--- src/rtl/wts_pkg.sv ---
// Shared constants and types for the wave-table channel noise mixer.
package wts_pkg;

   localparam int CH_NUM = 5;
   localparam int CH_W   = 3;
   localparam int SMP_W  = 8;
   localparam int VOL_W  = 4;
   localparam int TERM_W = SMP_W + VOL_W;
   localparam int MIX_W  = 15;

   localparam logic signed [SMP_W-1:0] NOISE_HI = 8'sh7f;
   localparam logic signed [SMP_W-1:0] NOISE_LO = 8'sh80;

   typedef enum logic [1:0] {
      IDLE,
      FETCH,
      CAPTURE,
      ACCUM
   } mix_state_t;

endpackage

--- src/rtl/wts_mix_if.sv ---
// Wave/volume read port plus the mixed-sample output bundle.
interface wts_mix_if;
   import wts_pkg::*;

   logic [CH_W-1:0]         ch_sel;
   logic signed [SMP_W-1:0] ch_wave;
   logic [VOL_W-1:0]        ch_volume;
   logic signed [MIX_W-1:0] mix_out;
   logic                    mix_valid;

   modport master (
      output ch_sel,
      output mix_out,
      output mix_valid,
      input  ch_wave,
      input  ch_volume
   );

   modport slave (
      input  ch_sel,
      input  mix_out,
      input  mix_valid,
      output ch_wave,
      output ch_volume
   );

endinterface

--- src/rtl/wts_mix_term.sv ---
// Per-channel source select (wave or noise extreme) and volume scaling.
module wts_mix_term
   import wts_pkg::*;
(
   input  logic                     noise_sel,
   input  logic                     noise,
   input  logic                     ch_en,
   input  logic signed [SMP_W-1:0]  wave,
   input  logic [VOL_W-1:0]         vol,
   output logic signed [TERM_W-1:0] term
);

   logic signed [SMP_W-1:0]  src;
   logic signed [VOL_W:0]    vol_s;
   logic signed [TERM_W:0]   prod;

   always_comb begin
      src   = noise_sel ? (noise ? NOISE_HI : NOISE_LO) : wave;
      vol_s = $signed({1'b0, vol});
      prod  = src * vol_s;
      // -128*15 and 127*15 both fit TERM_W, top product bit is redundant
      term  = ch_en ? prod[TERM_W-1:0] : '0;
   end

endmodule

--- src/rtl/wts_channel_noise_mixer.sv ---
// Sequences CH_NUM channels per frame and publishes their scaled sum.
module wts_channel_noise_mixer
   import wts_pkg::*;
(
   input  logic              clk,
   input  logic              nreset,
   input  logic              active,
   input  logic              noise,
   input  logic [CH_NUM-1:0] reg_noise_en,
   input  logic [CH_NUM-1:0] reg_ch_en,
   wts_mix_if.master         bus
);

   mix_state_t               state_q, state_d;
   logic [CH_W-1:0]          ch_cnt_q, ch_cnt_d;
   logic [CH_W-1:0]          ch_sel_q, ch_sel_d;
   logic signed [TERM_W-1:0] term_q, term_d;
   logic signed [MIX_W-1:0]  acc_q, acc_d;
   logic signed [MIX_W-1:0]  mix_out_q, mix_out_d;
   logic                     mix_valid_q, mix_valid_d;

   logic signed [TERM_W-1:0] term_w;
   logic signed [MIX_W-1:0]  term_ext;
   logic signed [MIX_W-1:0]  sum_w;

   wts_mix_term u_term (
      .noise_sel (reg_noise_en[ch_sel_q]),
      .noise     (noise),
      .ch_en     (reg_ch_en[ch_sel_q]),
      .wave      (bus.ch_wave),
      .vol       (bus.ch_volume),
      .term      (term_w)
   );

   assign term_ext = {{(MIX_W-TERM_W){term_q[TERM_W-1]}}, term_q};
   assign sum_w    = acc_q + term_ext;

   always_comb begin
      state_d     = state_q;
      ch_cnt_d    = ch_cnt_q;
      ch_sel_d    = ch_sel_q;
      term_d      = term_q;
      acc_d       = acc_q;
      mix_out_d   = mix_out_q;
      mix_valid_d = 1'b0;
      unique case (state_q)
         IDLE: begin
            if (active) begin
               ch_sel_d = ch_cnt_q;
               state_d  = FETCH;
            end
         end
         FETCH: begin
            state_d = CAPTURE;
         end
         CAPTURE: begin
            term_d  = term_w;
            state_d = ACCUM;
         end
         ACCUM: begin
            if (ch_cnt_q == CH_W'(CH_NUM-1)) begin
               mix_out_d   = sum_w;
               mix_valid_d = 1'b1;
               acc_d       = '0;
               ch_cnt_d    = '0;
            end else begin
               acc_d    = sum_w;
               ch_cnt_d = ch_cnt_q + 1'b1;
            end
            state_d = IDLE;
         end
         default: state_d = IDLE;
      endcase
   end

   always_ff @(posedge clk or negedge nreset) begin
      if (!nreset) begin
         state_q     <= IDLE;
         ch_cnt_q    <= '0;
         ch_sel_q    <= '0;
         term_q      <= '0;
         acc_q       <= '0;
         mix_out_q   <= '0;
         mix_valid_q <= 1'b0;
      end else begin
         state_q     <= state_d;
         ch_cnt_q    <= ch_cnt_d;
         ch_sel_q    <= ch_sel_d;
         term_q      <= term_d;
         acc_q       <= acc_d;
         mix_out_q   <= mix_out_d;
         mix_valid_q <= mix_valid_d;
      end
   end

   assign bus.ch_sel    = ch_sel_q;
   assign bus.mix_out   = mix_out_q;
   assign bus.mix_valid = mix_valid_q;

endmodule

--- src/flat_wrapper.sv ---
// flat-port wrapper written by rule: the top's interface ports become plain ports
module wts_channel_noise_mixer_flat import wts_pkg::*;
  (clk, nreset, active, noise, reg_noise_en, reg_ch_en, bus_ch_sel, bus_mix_out, bus_mix_valid, bus_ch_wave, bus_ch_volume);
  wts_mix_if bus_i ();
  input  logic clk;
  input  logic nreset;
  input  logic active;
  input  logic noise;
  input  logic [CH_NUM-1:0] reg_noise_en;
  input  logic [CH_NUM-1:0] reg_ch_en;
  output wire logic [$bits(bus_i.ch_sel)-1:0] bus_ch_sel;
  output wire logic [$bits(bus_i.mix_out)-1:0] bus_mix_out;
  output wire logic [$bits(bus_i.mix_valid)-1:0] bus_mix_valid;
  input wire logic [$bits(bus_i.ch_wave)-1:0] bus_ch_wave;
  input wire logic [$bits(bus_i.ch_volume)-1:0] bus_ch_volume;
  assign bus_ch_sel = bus_i.ch_sel;
  assign bus_mix_out = bus_i.mix_out;
  assign bus_mix_valid = bus_i.mix_valid;
  assign bus_i.ch_wave = bus_ch_wave;
  assign bus_i.ch_volume = bus_ch_volume;
  wts_channel_noise_mixer u_core (.clk(clk), .nreset(nreset), .active(active), .noise(noise), .reg_noise_en(reg_noise_en), .reg_ch_en(reg_ch_en), .bus(bus_i));
endmodule
--- config.mk ---
export PLATFORM = sky130hd
export DESIGN_NAME = wts_channel_noise_mixer_flat
export DESIGN_NICKNAME = d
export VERILOG_FILES = /design/src/rtl/wts_pkg.sv /design/src/rtl/wts_mix_if.sv /design/src/rtl/wts_mix_term.sv /design/src/rtl/wts_channel_noise_mixer.sv /design/src/flat_wrapper.sv
export SDC_FILE = /design/constraint.sdc
export NUM_CORES = 1
export LEC_CHECK = 0
export CORE_UTILIZATION = 62
export DETAILED_ROUTE_END_ITERATION = 10
export GPL_TIMING_DRIVEN = 0
export PLACE_DENSITY_LB_ADDON = 0.3
export SLEW_MARGIN = 20
export SYNTH_ARGS = -nofsm -noshare
export SYNTH_HDL_FRONTEND = slang
export SYNTH_SLANG_ARGS = --single-unit
--- constraint.sdc ---
create_clock -name clk -period 8 [get_ports clk]
set_input_delay 1.6 -clock clk [delete_from_list [all_inputs] [get_ports clk]]
set_output_delay 1.6 -clock clk [all_outputs]
set_load 0.01 [all_outputs]
# --- Yosys cells after proc, flatten, opt, wreduce, memory -nomap -nowiden ---
# Index checks and enable logic that the tools add are counted.
# Widths: inputs -> output; s select.
totals:
  out_inout_bits: 19
  word_cells: 32
  reg_bits: 51
  inputBits: 26
classes:
  n_mul: 1
  add_sub_neg: 2
  n_lt_le_gt_ge: 1
  mux: 13
  n_reduce_logical: 3
  eq_ne: 5
op_table:
  columns: ["cell", "n"]
  rows:
  - ["$mux 8", 2]
  - ["$add 15x12->15", 1]
  - ["$mux 15", 1]
  - ["$mul 8x5->12", 1]
  - ["$mux 12", 1]
  - ["$pmux 2 s4", 1]
  - ["$bmux 1 s3", 2]
  - ["$eq 2x2->1 const B", 2]
  - ["$lt 3x4->1 const B", 1]
  - ["$mux 1", 4]
  - ["$reduce_and 2->1", 2]
  - ["$add 3x1->3 const B", 1]
  - ["$eq 3x3->1 const B", 1]
  - ["$mux 3", 1]
  - ["$eq 2x1->1 const B", 1]
  - ["$logic_not 2->1", 1]
  - ["$mux 2", 1]
  - ["$ne 2x2->1 const B", 1]

# --- Logic depth before layout (Yosys ltp) ---
depth:
  ltp_word: 5
  depth_mapped: 19

# --- By module ---
# Synthesis repeated with hierarchy kept, for this count alone.
unflattened:
  cells_unflattened: 429
  area_unflattened_um2: 4048.9
by_module_without_submodules:
  columns: ["mod", "area_each_um2", "n_inst", "cells_each", "seq_area_each_um2"]
  rows:
  - ["wts_channel_noise_mixer", 2695.1, 1, 254, 1276.2]
  - ["wts_mix_term", 1353.8, 1, 175, 0.0]

# --- Worst setup path before layout ---
# Ideal clock, no wire load.
synth_path:
  kind: "input to register"
  startpoint: "in reg_noise_en[3]"
  endpoint: "reg u_core.term_q[10]"
  n_path_buf: 1
  arrival_time_ns: 5.554
  stages: 19
  setup_slack_ns: 2.305
  path_cell_list: "mux4_2 > nand2b_1 > buf_6 > a21boi_4 > a31oi_1 > nor2b_1 > ha_1 > inv_1 > fa_1 > fa_1 > inv_1 > ha_1 > a21o_1 > a21oi_1 > o21bai_1 > a2111oi_0 > nor3_1 > xnor2_1 > o22ai_1"
synth_via:
  elab_chain_cells: 5
synth_lines:
  columns: ["element", "line", "source"]
  rows:
  - ["start: declaration", "flat_wrapper.sv:9", "input logic [CH_NUM-1:0] reg_noise_en;"]
  - ["$bmux 1 s3", "wts_channel_noise_mixer.sv:27", ".noise_sel (reg_noise_en[ch_sel_q]),"]
  - ["$mux 1 (not written as such)", "wts_channel_noise_mixer.sv:27", null]
  - ["$mux 8", "wts_mix_term.sv:18", "src = noise_sel ? (noise ? NOISE_HI : NOISE_LO) : wave;"]
  - ["$mul 8x5->12", "wts_mix_term.sv:20", "prod = src * vol_s;"]
  - ["$mux 12", "wts_mix_term.sv:22", "term = ch_en ? prod[TERM_W-1:0] : '0;"]
  - ["end signal: assignment", "wts_channel_noise_mixer.sv:89", "term_q <= term_d;"]
  - ["end: declaration", "wts_channel_noise_mixer.sv:17", "logic signed [TERM_W-1:0] term_q, term_d;"]
# Every way passes these cells. The select of a mux whose other input is x is not followed.
# A chain may end at the register's enable or synchronous reset.

# --- Worst setup path in the final report ---
# Same ends and word-level chain as after synthesis.

==> metrics.txt <==
CTS tree built; TritonCTS Buffers 5; final slew viol count 0; vias in the first global route 3,194; CTS sink count 51; crit path launch type input port; vias per std cell 5.65; first-pass GRT wire length 13,700 um; Hold Vio Cnt, Final 0; initial DRC count 170; Initial Util 65.5%; Crit. End Element register; nets 563; DP HPWL 6210 um; CTS max path bufs 2; Static Leak 2.22 nW; worst min path class reg -> reg; Total GRT Usage 26.6%; RSZ-0062 raised after global routing no; period utilization 76.8%; Setup Fix Bufs, Post-CTS 0; Post-Place Cells 547; crit path max-delay cell type fa_1; CTS resizes 0; Remaining DRCs 0; RD Place Congestion 0.867; H-tree levels 2; largest family of logic cells by synthesized area adder cells; Hold-fix buffers, CTS 0; area fraction in compound gates after synthesis 16.4%; number of detailed-route iterations in the first pass 4; largest net degree at the start of global routing 29; Yosys cell types 48; CP cell instances clkdlybuf4s50_1 -> mux4_2 -> nand2b_1 -> buf_6 -> a21boi_4 -> a31oi_1 -> nor2b_1 -> ha_1 -> inv_1 -> fa_1 -> fa_1 -> inv_1 -> ha_1 -> a21o_1 -> a21oi_1 -> o21bai_1 -> a2111oi_0 -> nor3_1 -> xnor2_1 -> o22ai_1; hold_ws 483 ps; post-route setup slack 1860 ps; Final Util 76.5%; # rows 28; # Max-Cap Violations 0; clock slew at reported path FFs 90 ps; IO Port Bufs 42; relative slew slack 61.1%; antenna-violating nets left 0; crit path DAT 6300 ps; mean area per synthesized cell 9.20 um2; sequential share of the synthesized area 32.3%; status completed; worst path required time 8160 ps; Wirelength per Cell 14.1 um; VDD IR-drop max 0.000261 V; most common cell after layout, fill and taps aside inv_1; post-synthesis mux area share 2.89%; Worst Clk Skew 12.4 ps; Final Non-Filler Cells 555; fmax 163 MHz; Worst Max-Slew Pin Slew 583 ps; Die Area 0.00669 mm2; Pwr Density 435 mW/mm2; CP delay by family, top adder cells; r2r setup slk 3020 ps; Die Span Y 81.8 um; Worst path max stage delay 540 ps; remaining global-route overflow 0; fillers 444; Worst-Skew Late Latency 300 ps; post-synthesis simple-gate area fraction 12.9%; antenna violations before repair 0; Mapped Cells 429; Setup-failing EPs final 0; IO Count 45; CTS root buf clkbuf_8; Place WS 1540 ps; Syn. warnings 0; Core ar. 0.00603 mm2; most frequent cells in the layout inv_1 (77), dfrtp_1 (51), ha_1 (41), clkdlybuf4s50_1 (41), nand2_1 (34); CP max FO 10; flops & latches, synth 51; syn nets 513; WS Path Type in -> reg; Die Span X 81.8 um; DRT Wirelength 7840 um; layout cells sized above 1 4.38%; Mapped Area 0.00395 mm2; Adder-Cell Fraction of Synth Area 21.6%; CP Buf/Inv Count 4; area delta synth->final 16.8%; total negative slack 0 ps; Placed Instance Area 0.00448 mm2; via count 3,135; Power Total 2.01 mW; post-layout min period 6140 ps; ANT cells 0; Synth Area in XOR/XNOR 5.23%; post-route cell area 0.00461 mm2
registers in the layout, indices dropped and copies added, names as in the netlist:
register,count
u_core.acc_q,15
u_core.bus.mix_out,15
u_core.term_q,12
u_core.bus.ch_sel,3
u_core.ch_cnt_q,3
u_core.state_q,2
u_core.bus.mix_valid,1
cells by family (layout without fill, tap and decap cells):
family                   count (synthesis)  after routing
flip-flops                              51             51
AND/OR/NAND/NOR                        100            100
multiplexers                             8              8
buffers and inverters                   88            139
adder cells (fa/ha/maj)                 58             58
AO/OA/AOI/OAI                          102            102
XOR/XNOR                                22             22
worst paths after layout:
| check | startpoint | end | depth (start not counted) |
|---|---|---|---|
| setup / recovery | reg_noise_en[3] | u_core.term_q[10] | 20 |
| hold / removal | u_core.bus.mix_out[13] | u_core.bus.mix_out[13] | 2 |
| setup reg to reg | u_core.bus.ch_sel[0] | u_core.term_q[10] | 19 |
| hold reg to reg | u_core.bus.mix_out[13] | u_core.bus.mix_out[13] | 2 |
| max in group asynchronous | nreset | u_core.term_q[7] | 2 |
| min in group asynchronous | nreset | u_core.bus.mix_out[14] | 1 |
worst register-to-register path, cell delays in order (launching register included):
cell and delay, ps:
dfrtp_1 470, mux4_2 530, nand2b_1 100, buf_6 150
a21boi_4 100, a31oi_1 330, nor2b_1 90, ha_1 290
inv_1 60, fa_1 500, fa_1 540, inv_1 40
ha_1 320, a21o_1 190, a21oi_1 210, o21bai_1 110
a2111oi_0 440, nor3_1 140, xnor2_1 150, o22ai_1 80
cell usage after synthesis (all sizes together):
cell type	n	area (um2)
o21ai	26	130
and2	3	18.8
xnor3	1	22.5
nor3	4	20.0
and4	1	8.76
o21a	6	45.0
or4	1	7.51
a2111o	1	11.3
xor2	8	70.1
a2111oi	1	8.76
mux2i	2	20.0
o31a	1	8.76
nand2	34	128
fa	17	340
o21bai	1	7.51
xnor2	13	114
dfrtp	51	1280
nor4	1	6.26
o211ai	2	15.0
o22ai	23	144
or2	1	6.26
nand3	7	40.0
buf	2	16.3
ha	41	513
a311oi	1	15.0
nor2b	24	150
and3	2	12.5
and3b	1	8.76
a21oi	16	80.1
mux2	4	45.0
a31oi	10	62.6
mux4	2	48.8
nor2	12	45.0
o32ai	2	17.5
a31o	1	8.76
clkbuf	9	33.8
nand2b	7	43.8
a21boi	3	33.8
nor3b	1	7.51
a21o	5	37.5
inv	77	289
o31ai	3	22.5
or3	1	6.26
power breakdown:
| part | internal (mW) | total [mW] | switching (mW) | leakage, nW |
|---|---|---|---|---|
| clock | 0.125 | 0.208 | 0.0826 | 0.0654 |
| sequential | 0.367 | 0.443 | 0.0756 | 0.659 |
| combinational | 0.622 | 1.36 | 0.734 | 1.50 |
cell type report:
cell class / instances / area (um2) / area share [%]
clock inverter: 2 / 60.1 / 1.30
sequential: 51 / 1280 / 27.7
clock buffer: 6 / 72.6 / 1.57
timing repair buffer: 43 / 435 / 9.45
buffer: 11 / 50.0 / 1.09
tap: 75 / 93.8 / 2.04
inverter: 77 / 289 / 6.27
multi-input combinational: 290 / 2330 / 50.6
per-layer routing:
metal / vias to the layer above / track usage [%] / wire, um
li1: 1542 / - / -
met1: 1490 / 31.6 / 3320
met2: 90 / 49.4 / 4110
met3: 13 / 3.56 / 299
met4: 0 / 7.54 / 111
met5: - / 0 / 0
No activity file was read; power rests on OpenSTA's default activity.
